--- src/rtl/shift_rate_ctrl.sv ---
// Ball shift rate controller and rally sequencer for the handball game.
// Issues one-cycle SHIFT_EN pulses whose period shrinks with each return.
//
// Ports:
//   CLKIN    in   board clock, rising edge
//   RST_N    in   asynchronous active-low reset
//   START    in   one-cycle serve request, honoured only in IDLE
//   HIT      in   one-cycle pulse, player returned the ball (RUN only)
//   MISS     in   one-cycle pulse, ball lost, ends the rally
//   PAUSE    in   level, freezes play while high (RUN/PAUSED only)
//   SHIFT_EN out  one-cycle pulse, advance the ball register
//   LEVEL    out  current speed level (0..MAX_LEVEL)
//   RUNNING  out  high in RUN or PAUSED
//   STATE    out  IDLE=0, SERVE=1, RUN=2, PAUSED=3
module shift_rate_ctrl #(
    parameter int unsigned BASE_DIV  = 25000000,
    parameter int unsigned STEP_DIV  = 2500000,
    parameter int unsigned MAX_LEVEL = 7,
    parameter int unsigned SERVE_DIV = 50000000,
    parameter int unsigned CNT_W     = 26
) (
    input  logic       CLKIN,
    input  logic       RST_N,
    input  logic       START,
    input  logic       HIT,
    input  logic       MISS,
    input  logic       PAUSE,
    output logic       SHIFT_EN,
    output logic [2:0] LEVEL,
    output logic       RUNNING,
    output logic [1:0] STATE
);

    typedef enum logic [1:0] {
        S_IDLE   = 2'd0,
        S_SERVE  = 2'd1,
        S_RUN    = 2'd2,
        S_PAUSED = 2'd3
    } state_e;

    localparam logic [CNT_W-1:0] BASE_C     = CNT_W'(BASE_DIV);
    localparam logic [CNT_W-1:0] STEP_C     = CNT_W'(STEP_DIV);
    localparam logic [CNT_W-1:0] ONE_C      = CNT_W'(1);
    localparam logic [CNT_W-1:0] SERVE_LAST = CNT_W'(SERVE_DIV - 1);
    localparam logic [2:0]       MAX_C      = 3'(MAX_LEVEL);

    state_e           state_q, state_d;
    logic [CNT_W-1:0] cnt_q, cnt_d;
    logic [2:0]       level_q, level_d;
    logic             shift_q, shift_d;

    logic [CNT_W-1:0] period;
    logic [CNT_W-1:0] cnt_inc;
    logic             period_end;
    logic             serve_end;
    logic [2:0]       level_up;

    // Legal parameters keep the period >= 2, so this never wraps.
    assign period     = BASE_C - (CNT_W'(level_q) * STEP_C);
    assign cnt_inc    = cnt_q + ONE_C;
    assign period_end = (cnt_q == (period - ONE_C));
    assign serve_end  = (cnt_q == SERVE_LAST);
    assign level_up   = (level_q < MAX_C) ? (level_q + 3'd1) : level_q;

    always_ff @(posedge CLKIN or negedge RST_N) begin
        if (!RST_N) begin
            state_q <= S_IDLE;
            cnt_q   <= '0;
            level_q <= '0;
            shift_q <= 1'b0;
        end else begin
            state_q <= state_d;
            cnt_q   <= cnt_d;
            level_q <= level_d;
            shift_q <= shift_d;
        end
    end

    always_comb begin
        state_d = state_q;
        cnt_d   = cnt_q;
        level_d = level_q;
        shift_d = 1'b0;

        unique case (state_q)
            S_IDLE: begin
                if (START) begin
                    state_d = S_SERVE;
                    cnt_d   = '0;
                end
            end

            S_SERVE: begin
                if (MISS) begin
                    state_d = S_IDLE;
                    cnt_d   = '0;
                    level_d = '0;
                end else if (serve_end) begin
                    state_d = S_RUN;
                    cnt_d   = '0;
                end else begin
                    cnt_d = cnt_inc;
                end
            end

            S_RUN: begin
                if (MISS) begin
                    state_d = S_IDLE;
                    cnt_d   = '0;
                    level_d = '0;
                end else if (HIT) begin
                    // A return restarts the count at the new, shorter
                    // period but never swallows a shift already due.
                    level_d = level_up;
                    cnt_d   = '0;
                    shift_d = period_end;
                end else if (PAUSE) begin
                    // Count is held, so a pending shift is delayed by
                    // exactly the number of paused cycles.
                    state_d = S_PAUSED;
                end else if (period_end) begin
                    shift_d = 1'b1;
                    cnt_d   = '0;
                end else begin
                    cnt_d = cnt_inc;
                end
            end

            S_PAUSED: begin
                if (MISS) begin
                    state_d = S_IDLE;
                    cnt_d   = '0;
                    level_d = '0;
                end else if (!PAUSE) begin
                    // The resume cycle counts as a running cycle.
                    state_d = S_RUN;
                    if (period_end) begin
                        shift_d = 1'b1;
                        cnt_d   = '0;
                    end else begin
                        cnt_d = cnt_inc;
                    end
                end
            end
        endcase
    end

    assign SHIFT_EN = shift_q;
    assign LEVEL    = level_q;
    assign STATE    = state_q;
    assign RUNNING  = (state_q == S_RUN) || (state_q == S_PAUSED);

endmodule
--- config.mk ---
export PLATFORM = sky130hd
export DESIGN_NAME = shift_rate_ctrl
export DESIGN_NICKNAME = d
export VERILOG_FILES = /design/src/rtl/shift_rate_ctrl.sv
export SDC_FILE = /design/constraint.sdc
export NUM_CORES = 1
export LEC_CHECK = 0
export ABC_AREA = 1
export ABC_CLOCK_PERIOD_IN_PS = 3300
export CAP_MARGIN = 20
export CORE_UTILIZATION = 57
export DETAILED_ROUTE_END_ITERATION = 16
export GPL_TIMING_DRIVEN = 0
export PLACE_DENSITY = 0.78
export SLEW_MARGIN = 5
export SYNTH_ARGS = -nofsm -noshare
export SYNTH_HDL_FRONTEND = slang
export SYNTH_SLANG_ARGS = --single-unit
export TNS_END_PERCENT = 1
--- constraint.sdc ---
create_clock -name CLKIN -period 3.3 [get_ports CLKIN]
set_clock_uncertainty 0.2 [all_clocks]
set_input_delay 0.66 -clock CLKIN [delete_from_list [all_inputs] [get_ports CLKIN]]
set_output_delay 0.66 -clock CLKIN [all_outputs]
set_load 0.05 [all_outputs]
==> reports/metrics.yaml <==
status:
  status: "complete, but fails checks"
  violations: "negative setup slack"
critical_path:
  cp-start-kind: "flip-flop"
  r2r_start: "LEVEL[1]$_DFFE_PN0P_"
  crit_fanout: 10
  crit_slowest_cell: "dfrtp_4"
  required_ps: 3270
  crit_path_max_incr_delay_ps: 520
  crit_type: "flip-flop to flip-flop"
  crit_family: "simple AND/OR/NAND/NOR gates"
  cp.arrival_ps: 3550
  path_common_cell: "nand2_1"
  crit_buf_inv: 4
  critPathLaunch: "LEVEL[1]$_DFFE_PN0P_"
  crit_path_end_kind: "flip-flop"
yosys:
  yosysSeqAreaShare_pct: 22.03
  yosysMostFrequentCell: "nand2_1"
  yosysWarnings: 0
  syn_area_per_cell_sq_um: 5.862
  syn_inst: 620
  ys.flop_type: "dfrtp_1"
  yosys.area.top_type_share_pct: 23.44
  synthArstFlopShare_pct: 100.0
  synth_top_area_cell: "nand2_1"
  synth.cell_area_sq_um: 3635
  synth.distinct_cells: 35
  synth_common_cells: "nand2_1 (227), inv_1 (86), nand3_1 (64)"
  synth-edff-count: 0
  synth.net_count: 641
  synth_top_cells_by_area: "nand2_1 (23%), dfrtp_1 (22%), inv_1 (8.9%)"
  ys_seq_elements: 32
pwr:
  powerDensity_nw_per_um2: 676.6
  leakage_nw: 2.116
  ir_worst_vdd_mv: 0.7604
floorplanning:
  die-area_sq_um: 6700
  core-area_sq_um: 6026
  initial_core_util_pct: 60.32
  rows: 28
  die_w_um: 81.86
  io_pins: 13
  die_h_um: 81.86
timing:
  min_period_ps: 3573
  maxSlewViolCount: 0
  layout_worst_path_cycle_share_pct: 108.3
  tns_ps: -5776
  setup_violations: 25
  rsz0062_at_grt: "true"
  maxSlewHeadroom_pct: 46.80
  finalWorstSetupSlack_ps: -273.3
  finalHoldViolations: 0
  clock.fmax_mhz: 279.9
  worst_slew_pin_slew_ps: 798.0
final_layout:
  layout.nets: 680
  antennaDiodeCount: 0
  utilization_pct: 71.41
  layout-drive-gt1-share_pct: 12.88
  syn2layout_area_growth_pct: 18.38
detailed_routing:
  ant_nets: 0
  viasPerCell: 5.544
  wl_per_cell_um: 14.40
  routed_wl_um: 10580
  vias: 4075
  route.detailed.drc: 0
  drt_iter0_drc: 369
  drt-pass1-iter-count: 5
clock_network:
  cts_htree_levels: 2
  cts_tree: "yes"
  clockBufferDepth: 2
  path_clk_slew_ps: 80
  hold_buffers: 0
  clockRootBuffer: "clkbuf_8"
  clk_latency_ps: 290
  numCtsBuffers: 5
  cts_sinks: 32
hold_path:
  hp-class: "primary input to asynchronous set/reset pin"
run:
  maxCapViolations: 0
global_routing:
  grt_max_degree: 33
  gr-total-overflow: 0
  grt_pass1_vias: 3714
  grt_usage_pct: 32.78
  antenna_found_initial: 0
  grt_pass1_wl_um: 16940
placed_design:
  gp_congestion: 0.9360
  dp_hpwl_um: 7633
  port_buffers: 11
[worst paths after layout]
| kind | to | slack [ps] | cells past startpoint |
|---|---|---|---|
| max in group asynchronous | LEVEL[0]$_DFFE_PN0P_ | 2060 | 1 |
| min | cnt_q[8]$_DFFE_PN0P_ | 250 | 1 |
| min in group CLKIN | cnt_q[24]$_DFFE_PN0P_ | 350 | 2 |
| max | cnt_q[17]$_DFFE_PN0P_ | -270 | 25 |
| max reg2reg | cnt_q[17]$_DFFE_PN0P_ | -270 | 25 |
| min reg2reg | cnt_q[24]$_DFFE_PN0P_ | 350 | 2 |
[layout by cell type, fill, tap and decap left out, types with 3 or more instances in the layout]
cell type | synthesis | layout
nor4_1 | 6 | 6
nand2_1 | 227 | 219
inv_2 | 4 | 9
clkbuf_1 | 13 | 14
nand3_1 | 64 | 61
nor2_1 | 47 | 45
xnor2_1 | 4 | 3
buf_4 | 0 | 19
clkbuf_8 | 0 | 6
ha_1 | 14 | 9
buf_2 | 3 | 3
dfrtp_1 | 32 | 29
a21oi_1 | 29 | 29
clkdlybuf4s50_1 | 0 | 10
inv_1 | 86 | 80
ha_4 | 0 | 4
nand2_2 | 7 | 14
nor2_2 | 1 | 3
nand3_2 | 1 | 3
nor3_1 | 8 | 8
xor2_1 | 30 | 30
o21ai_0 | 12 | 10
nand4_1 | 10 | 10
[state kept, by name (all words and copies together) (netlist names)]
register  count
cnt_q        26
STATE         2
SHIFT_EN      1
LEVEL         3
[per-layer routing]
| metal | part of all wire (%) | global-route usage, % |
|---|---|---|
| met1 | 44 | 42.28 |
| met2 | 49 | 56.36 |
| met3 | 6.3 | 5.000 |
| met4 | 1.5 | 8.772 |
| met5 | 0 | 0 |
[where the power goes]
| group | internal (mW) | switching [mW] |
|---|---|---|
| clock network | 0.170 | 0.166 |
| registers | 0.491 | 0.129 |
| logic | 0.722 | 1.23 |
[final cells by class]
type                    count  area, sq um
plain buffers              18        108.9
clock buffers               7        86.33
clock inverters             1        7.507
fillers                   551         1723
inverters                  91        361.6
multi-input cells         479         2537
flip-flops and latches     32        809.5
well taps                  75        93.84
repair buffers             32        297.8
[through the flow]
| stage | total power [mW] | hold slack, ps | cell area [sq um] | instances | setup slack (ps) |
|---|---|---|---|---|---|
| global route | 3.152 | 316.5 | 4303 | 735 | -511.2 |
| floorplan | 1.894 | 164.4 | 3719 | 620 | -8.407 |
| global placement | 2.252 | 308.9 | 3923 | 706 | -328.3 |
| CTS | 2.737 | 284.6 | 4111 | 725 | -174.9 |
| detailed placement | 2.298 | 329.2 | 3918 | 706 | -400.9 |
| finish | 2.911 | 245.4 | 4303 | 735 | -273.3 |
[logic make-up (layout without fill, tap and decap cells)]
kind of cell    count (synthesis)  in the layout  synth area share (%)
flops                          32             32                 22.03
fa+ha+maj                      15             15                 5.370
xor+xnor                       34             34                 8.193
buf+inv                       109            149                 11.77
compound gates                 52             52                 8.124
simple gates                  378            378                 44.51
[what timing repair did]
item / in CTS / in global routing
endpoints found under the setup margin: 25 / 25
cloned: 0 / 2
resized for setup: 6 / 23
setup buffers: 11 / 8
pin swaps: 5 / 21
Power figures use the tool's default switching activity.
